**src/rtl/check_scoreboard.sv**
```systemverilog
// Multi-channel expected/actual checker: round-robin intake, one compare stage,
// saturating pass/fail/drop counters and a FIFO of failure records.

module chk_lane #(
    parameter int WIDTH = 32
) (
    input  logic [WIDTH-1:0] expected,
    input  logic [WIDTH-1:0] actual,
    input  logic [WIDTH-1:0] mask,
    output logic             fail
);
    assign fail = |((expected ^ actual) & mask);
endmodule

module check_scoreboard #(
    parameter int WIDTH     = 32,
    parameter int CHANNELS  = 2,
    parameter int TAG_W     = 16,
    parameter int LOG_DEPTH = 16,
    parameter int CNT_W     = 32,
    localparam int CW       = (CHANNELS > 1) ? $clog2(CHANNELS) : 1
) (
    input  logic                      clk,
    input  logic                      rst_n,
    input  logic                      clear,
    input  logic [CHANNELS-1:0]       chk_valid,
    output logic [CHANNELS-1:0]       chk_ready,
    input  logic [CHANNELS*WIDTH-1:0] chk_expected,
    input  logic [CHANNELS*WIDTH-1:0] chk_actual,
    input  logic [CHANNELS*WIDTH-1:0] chk_mask,
    input  logic [CHANNELS*TAG_W-1:0] chk_tag,
    output logic [CNT_W-1:0]          pass_count,
    output logic [CNT_W-1:0]          fail_count,
    output logic [CNT_W-1:0]          dropped_count,
    output logic                      log_overflow,
    output logic                      all_pass,
    output logic                      log_valid,
    input  logic                      log_ready,
    output logic [CW-1:0]             log_channel,
    output logic [TAG_W-1:0]          log_tag,
    output logic [WIDTH-1:0]          log_expected,
    output logic [WIDTH-1:0]          log_actual
);
    localparam int AW = $clog2(LOG_DEPTH);

    typedef struct packed {
        logic [CW-1:0]    ch;
        logic [TAG_W-1:0] tag;
        logic [WIDTH-1:0] exp;
        logic [WIDTH-1:0] act;
    } rec_t;

    function automatic logic [CNT_W-1:0] sat_inc(input logic [CNT_W-1:0] v);
        return (&v) ? v : v + CNT_W'(1);
    endfunction

    logic [CHANNELS-1:0] lane_fail;

    chk_lane #(.WIDTH(WIDTH)) u_lane [CHANNELS-1:0] (
        .expected (chk_expected),
        .actual   (chk_actual),
        .mask     (chk_mask),
        .fail     (lane_fail)
    );

    // Round-robin arbiter: first requester at or after ptr, wrapping
    logic [CW-1:0]       ptr;
    logic [CW-1:0]       gnt_idx;
    logic [CHANNELS-1:0] gnt;
    logic                found;
    logic                accept;

    always_comb begin
        gnt     = '0;
        gnt_idx = '0;
        found   = 1'b0;
        for (int k = 0; k < CHANNELS; k++) begin
            if (!found && chk_valid[(int'(ptr) + k) % CHANNELS]) begin
                found   = 1'b1;
                gnt_idx = CW'((int'(ptr) + k) % CHANNELS);
                gnt[(int'(ptr) + k) % CHANNELS] = 1'b1;
            end
        end
        if (!rst_n || clear)
            gnt = '0;
    end

    assign chk_ready = gnt;
    assign accept    = |gnt;

    always_ff @(posedge clk) begin
        if (!rst_n || clear)
            ptr <= '0;
        else if (accept)
            ptr <= CW'((int'(gnt_idx) + 1) % CHANNELS);
    end

    // Compare stage
    logic s1_vld;
    logic s1_fail;
    rec_t s1_rec;

    always_ff @(posedge clk) begin
        if (!rst_n || clear) begin
            s1_vld <= 1'b0;
        end else begin
            s1_vld <= accept;
            if (accept) begin
                s1_fail <= lane_fail[gnt_idx];
                s1_rec  <= '{ch:  gnt_idx,
                             tag: chk_tag[gnt_idx*TAG_W +: TAG_W],
                             exp: chk_expected[gnt_idx*WIDTH +: WIDTH],
                             act: chk_actual[gnt_idx*WIDTH +: WIDTH]};
            end
        end
    end

    // Failure FIFO; a push into a full FIFO is allowed when the head pops
    rec_t          mem [LOG_DEPTH];
    logic [AW-1:0] wr_ptr, rd_ptr;
    logic [AW:0]   count;
    logic          full, pop, push_req, push, drop;

    assign log_valid = (count != '0);
    assign full      = (count == (AW+1)'(LOG_DEPTH));
    assign pop       = log_valid & log_ready;
    assign push_req  = s1_vld & s1_fail;
    assign push      = push_req & (!full | pop);
    assign drop      = push_req & full & !pop;

    always_ff @(posedge clk) begin
        if (!rst_n || clear) begin
            wr_ptr <= '0;
            rd_ptr <= '0;
            count  <= '0;
        end else begin
            if (push) wr_ptr <= wr_ptr + AW'(1);
            if (pop)  rd_ptr <= rd_ptr + AW'(1);
            count <= count + (AW+1)'(push) - (AW+1)'(pop);
        end
    end

    always_ff @(posedge clk) begin
        if (push)
            mem[wr_ptr] <= s1_rec;
    end

    assign log_channel  = mem[rd_ptr].ch;
    assign log_tag      = mem[rd_ptr].tag;
    assign log_expected = mem[rd_ptr].exp;
    assign log_actual   = mem[rd_ptr].act;

    always_ff @(posedge clk) begin
        if (!rst_n || clear) begin
            pass_count    <= '0;
            fail_count    <= '0;
            dropped_count <= '0;
            log_overflow  <= 1'b0;
        end else begin
            if (s1_vld) begin
                if (s1_fail) fail_count <= sat_inc(fail_count);
                else         pass_count <= sat_inc(pass_count);
            end
            if (drop) begin
                dropped_count <= sat_inc(dropped_count);
                log_overflow  <= 1'b1;
            end
        end
    end

    assign all_pass = (fail_count == '0) && (pass_count != '0);

endmodule

```
**config.mk**
```make
export PLATFORM = sky130hd
export DESIGN_NAME = check_scoreboard
export DESIGN_NICKNAME = d
export VERILOG_FILES = /design/src/rtl/check_scoreboard.sv
export SDC_FILE = /design/constraint.sdc
export NUM_CORES = 1
export LEC_CHECK = 0
export BUFFER_PORTS_ARGS = -buffer_cell sky130_fd_sc_hd__buf_2
export CAP_MARGIN = 20
export CORE_MARGIN = 4
export CORE_UTILIZATION = 48
export CTS_BUF_LIST = sky130_fd_sc_hd__clkbuf_8
export CTS_CLUSTER_DIAMETER = 80
export DETAILED_ROUTE_END_ITERATION = 12
export MAX_ROUTING_LAYER = met4
export PLACE_DENSITY = 0.76
export SYNTH_ARGS = -nofsm -noshare
export SYNTH_HDL_FRONTEND = slang
export SYNTH_SLANG_ARGS = --single-unit
export TNS_END_PERCENT = 5
```
**constraint.sdc**
```tcl
create_clock -name clk -period 12.9 [get_ports clk]
set_input_delay 0.645 -clock clk [delete_from_list [all_inputs] [get_ports clk]]
set_output_delay 0.645 -clock clk [all_outputs]
set_load 0.02 [all_outputs]
```
---- Yosys cells after proc, flatten, opt, wreduce, memory -nomap -nowiden ----
Memory sizes are Yosys's and may differ from the RTL's. A register that Yosys moved wholly into a read port is not among the register bits.
Index checks and enable logic that the tools add are counted.
word-level totals
  bits in registers ....................... 194
  bits in writable memories ............... 1,296
  input port bits ......................... 230
  output and inout port bits .............. 182
  word-level logic and storage cells ...... 93
  memories ................................ 1
cells by class
  add/sub/neg operators ................... 9
  order comparisons ....................... 5
  equality and inequality tests ........... 1
  shift operators ......................... 3
  mux-type cells .......................... 21
  bitwise gates (word level) .............. 17
  reductions and logical operators ........ 22
memory list
  name  depth  bits a word  read ports  clocked after memory_dff  wr ports  line  text
  mem   16     81           1           1                         1         119   rec_t mem [LOG_DEPTH];
operators with widths
  kind                                                         number
  variable part select 64 x 7 -> 32 bit                        2
  adder 32 x 1 -> 32 bit (second input constant)               3
  AND reduction 32 bit                                         3
  bitwise AND 32 bit                                           2
  OR reduction 32 bit                                          2
  bitwise XOR 32 bit                                           2
  zero test 32 bit                                             1
  nonzero test 32 bit                                          1
  variable part select 32 x 6 -> 16 bit                        1
  two-way mux 1 bit                                            14
  adder 4 x 1 -> 4 bit (second input constant)                 2
  two-way mux 4 bit                                            2
  two-way mux 2 bit                                            3
  AND reduction 3 bit                                          2
  adder 5 x 1 -> 5 bit                                         1
  bitwise AND 1 bit                                            5
  == test 5 bit (second input constant)                        1
  NOT 1 bit                                                    5
  nonzero test 5 bit                                           1
  subtractor 5 x 1 -> 5 bit                                    1
  logical AND 1 bit                                            4
  zero test 1 bit                                              4
  less-than comparator 1 x 2 -> 1 bit (second input constant)  2
  AND reduction 2 bit                                          2
  other kinds (10)                                             12

---- Longest topological paths before layout ----
  word-level depth ........................ 11
  gate-level depth with buffers ........... 17
  gate-level depth less buffers ........... 17

---- By module ----
From an unflattened synthesis, not the netlist that was laid out.
second synthesis, totals
  cells, all modules ...................... 2,823
  area total of the unflattened synthesis .. 58,828.9 um^2
by module, submodules not included
  module            times used  cells an instance  area each (um^2)  seq. area each (um^2)
  check_scoreboard  1           2,717              57,963.1          43,701.9
  chk_lane          2           53                 432.9             0.0

---- Least setup slack after synthesis ----
OpenSTA, ideal clock, no wires.
  path type ............................... reg-to-reg
  start point ............................. reg count[2]
  end point ............................... mem mem[3][0] in the netlist's numbering (enable)
  library setup time ...................... 619 ps
  arrival ................................. 6,869 ps
  data required time ...................... 12,281 ps
  path slack .............................. 5,412 ps
  stages on the path, launching flop included .. 8
  path buffers ............................ 0
  clock period less this slack ............ 7,488 ps
  path through ............................ dfxtp_1 > inv_1 > ha_1 > or3b_4 > nor3b_1 > nor2_1 > nand2_1 > nor3_1
on the way
  cells in the longest elaborated chain, start to end .. 6
  elaborated cells on any way between the ends .. 8
  those cells by class .................... 1 x eq/ne; 2 x mux; 3 x bitwise; 2 x reduce/logical
ends and longest elaborated chain
  what                                                         line      text
  start: declaration                                           121       logic [AW:0] count;
  start signal: assignment                                     139       count <= count + (AW+1)'(push) - (AW+1)'(pop);
  == test 5 bit / nonzero test 5 bit (equally long branches)   125, 124
  zero test 1 bit / bitwise AND 1 bit (equally long branches)  128, 126
  bitwise OR 1 bit *                                           128       assign push = push_req & (!full | pop);
  bitwise AND 1 bit *                                          128
  two-way mux 1 bit *                                          144       if (push)
  two-way mux 1 bit (not written as such) *                    145       mem[wr_ptr] <= s1_rec;
  end: declaration                                             119
Every way passes the cells marked *; elsewhere a longest branch is shown, timed or not.

==> results.md <==
- Antenna Nets Post-Route: 0
- Post-synth cell types: 53
- Final core occ: 56.14%
- Postcts setup bufs: 0
- Total nets after synthesis: 2997
- Die width: 356.7 um
- I/O Buffers: 411
- CP delay by family, top: buffers and inverters
- Post-route worst setup slack: 7.207 ns
- CTS tree: done
- Clock Sinks: 1494
- Global-route wire length before repair: 213700 um
- Resize count post-CTS: 0
- Cell taking the most area after synthesis: edfxtp_1
- Worst hold slack: 0.1013 ns
- Cell Area, Placed: 62530 um2
- Slowest cell on the critical path: dfxtp_4
- Worst vdd ir: 123.1 uV
- Required @ worst endpoint: 12.26 ns
- Sequential fraction of the synthesis area: 74.87%
- Top FF cell, synth: edfxtp_1
- WL/cell: 28.68 um
- Post-route DRC: 0
- H-Tree Depth: 4
- Post-synth ARST share: 0%
- Ratio of cells with drive above 1 in the final layout: 35.78%
- Hold buffers post-CTS: 58
- Skew final: 0.05309 ns
- Grt met1 use: 32.93%
- Min-Delay Path Class: in -> reg
- Setup TNS: 0 ns
- Crit path kind: reg -> out
- CTS Buf Count: 224
- Post-synth EDFFs: 1378
- LEAKAGE: 21.73 nW
- Clock latency at the later pin of the worst-skew pair: 0.96 ns
- Core area: 120300 um2
- Status: completed
- Antenna violations before repair: 26
- Slew Limit Fails: 0
- CTS Root Cell: clkbuf_8
- Most common cell in the synthesized netlist: edfxtp_1
- Max_slew headroom: 23.37%
- MaxCap Viol Count: 0
- Final HPWL DP: 86420 um
- Worst path bufs/invs: 3
- CTS Buffer Depth: 3
- Final WL: 148900 um
- Synth warn: 0
- Crit path top cell by count: mux4_2
- Finished Layout Cells: 5191
- Grt ovf: 0
- Global placer's final weighted congestion: 0.8556
- List of most frequent post-synthesis cells: edfxtp_1, mux4_2, nor2_1
- Vias per cell: 5.945
- Dpl cells: 4702
- Min cycle time layout: 5.693 ns
- Syn Area/Cell: 21.23 um2
- Most area-consuming cells after synthesis: edfxtp_1, mux4_2, dfxtp_1, xor2_1, mux2_2
- Area delta synth->final: 15.69%
- Clock transition at path regs: 0.06 ns
- Vias in the first global route: 31.18k
- Period utilization: 44.13%
- Total number of vias: 30.86k
- #FFs+latches synth: 1494
- Worst-path cell chain: buf_12 > buf_4 > mux4_2 > mux4_2 > buf_2
- Die area: 127300 um2
- Top Usage Layer GRT: met2
- Syn Inst Count: 2750
- TritonRoute pass-1 iters: 6
- Nets: 3621
- Die H: 356.7 um
- Power Dens Cells: 146.6 nW/um2
- CP arrival: 5.05 ns
- RSZ-0062 raised after global routing: false
- Crit Path Max Fanout: 121
- Gr usage total: 24.12%
- CP peak stage delay: 1.01 ns
- Crit path capture type: primary output
- Final-report setup violation count: 0
- Largest net degree at the start of global routing: 171
- Fin. Hold Viols: 0
- Top cell type's share of synthesized area: 70.89%
- Least-Margin Pin Slew: 1.149 ns
- Initial DRC Count: 3803
- Startpoint types: flip-flop
- Boundary Pins: 412
- Dpl ws: 7.959 ns
- Total power: 9.902 mW
- Rows: 127
- Final Instance Area: 67530 um2
- Met3 Use GR: 6.104%
- Initial Util: 48.53%
- Fmax: 175.6 MHz
- Synthesized cell area: 58370 um2
- GR Util met2: 36.35%
registers in the layout, summed over array words and instances, names as in the netlist, named ones only:
name / cells
s1_fail: 1
mem: 1296
wr_ptr: 4
s1_rec: 81
dropped_count: 32
ptr: 1
fail_count: 32
s1_vld: 1
pass_count: 32
rd_ptr: 4
log_overflow: 1
count: 5
final timing paths:
check	startpoint	end	slack, ns	cells after the start
max	flip-flop	log_expected[19]	7.21	5
min	chk_tag[5]	s1_rec[69]	0.10	2
max reg2reg	count[2]	mem[8][16]	8.74	9
min reg2reg	log_overflow	log_overflow	0.51	2
logic make-up after synthesis:
logic type / Yosys count / share of synthesized area, %
multiplexers: 488 / 17.22
buffers and inverters: 143 / 0.9346
adder cells (fa/ha/maj): 17 / 0.3773
flip-flops: 1494 / 74.87
AO/OA/AOI/OAI: 73 / 0.8167
AND/OR/NAND/NOR: 382 / 3.487
XOR/XNOR: 153 / 2.296
report_power, final:
group / total (mW) / internal, mW / switching [mW]
clock: 3.75 / 1.90 / 1.85
sequential: 5.38 / 5.31 / 0.0723
combinational: 0.767 / 0.379 / 0.389
total: 9.90 / 7.59 / 2.31
layout make-up:
type / count / area, um2
flip-flops and latches: 1494 / 43720
well taps: 1612 / 2017
fillers: 8635 / 52760
inverters: 21 / 78.83
repair buffers: 520 / 3045
diodes: 24 / 60.06
clock inverters: 178 / 1211
multi-input cells: 1113 / 14250
clock buffers: 229 / 3152
cell usage in the layout, fill, tap and decap left out, types with 4 or more instances in the layout:
master and instances:
dlygate4sd3_1 58, xnor2_1 35, nor3_2 4, clkinvlp_4 5, and3_1 17, ha_1 16
inv_8 4, diode_2 24, buf_4 49, or3_1 12, inv_1 74, clkinv_1 62
mux4_2 405, nand4_1 45, dfxtp_4 4, nor4b_1 4, mux2_2 80, xor2_1 118
nor2_4 12, o21ai_0 14, nand4b_1 4, buf_2 411, nand2_1 46, a22oi_1 26
nand3_1 37, nor4_1 26, nor2_1 109, a21oi_1 18, nor3_1 14, edfxtp_1 1378
bufinv_16 11, clkbuf_8 229, and2_1 8, dfxtp_1 112, inv_16 5, and4_1 16
nand2b_1 5, clkinv_2 33
worst register-to-register path, delay by kind of cell (launching register included):
| family | cells | cell delay (ns) |
|---|---|---|
| and+or+nand+nor | 5 | 1.71 |
| DFF | 1 | 0.35 |
| buffers and inverters | 3 | 1.51 |
| adders and majority gates | 1 | 0.18 |
metal layers:
layer | up-vias | wire, um | share of wire [%]
met3 | 229 | 17570 | 12
li1 | 12758 | - | -
met4 | 0 | 3616 | 2.4
met2 | 1956 | 70470 | 47
met1 | 15918 | 57210 | 38
met5 | - | 0 | 0
Power figures use the tool's default switching activity.
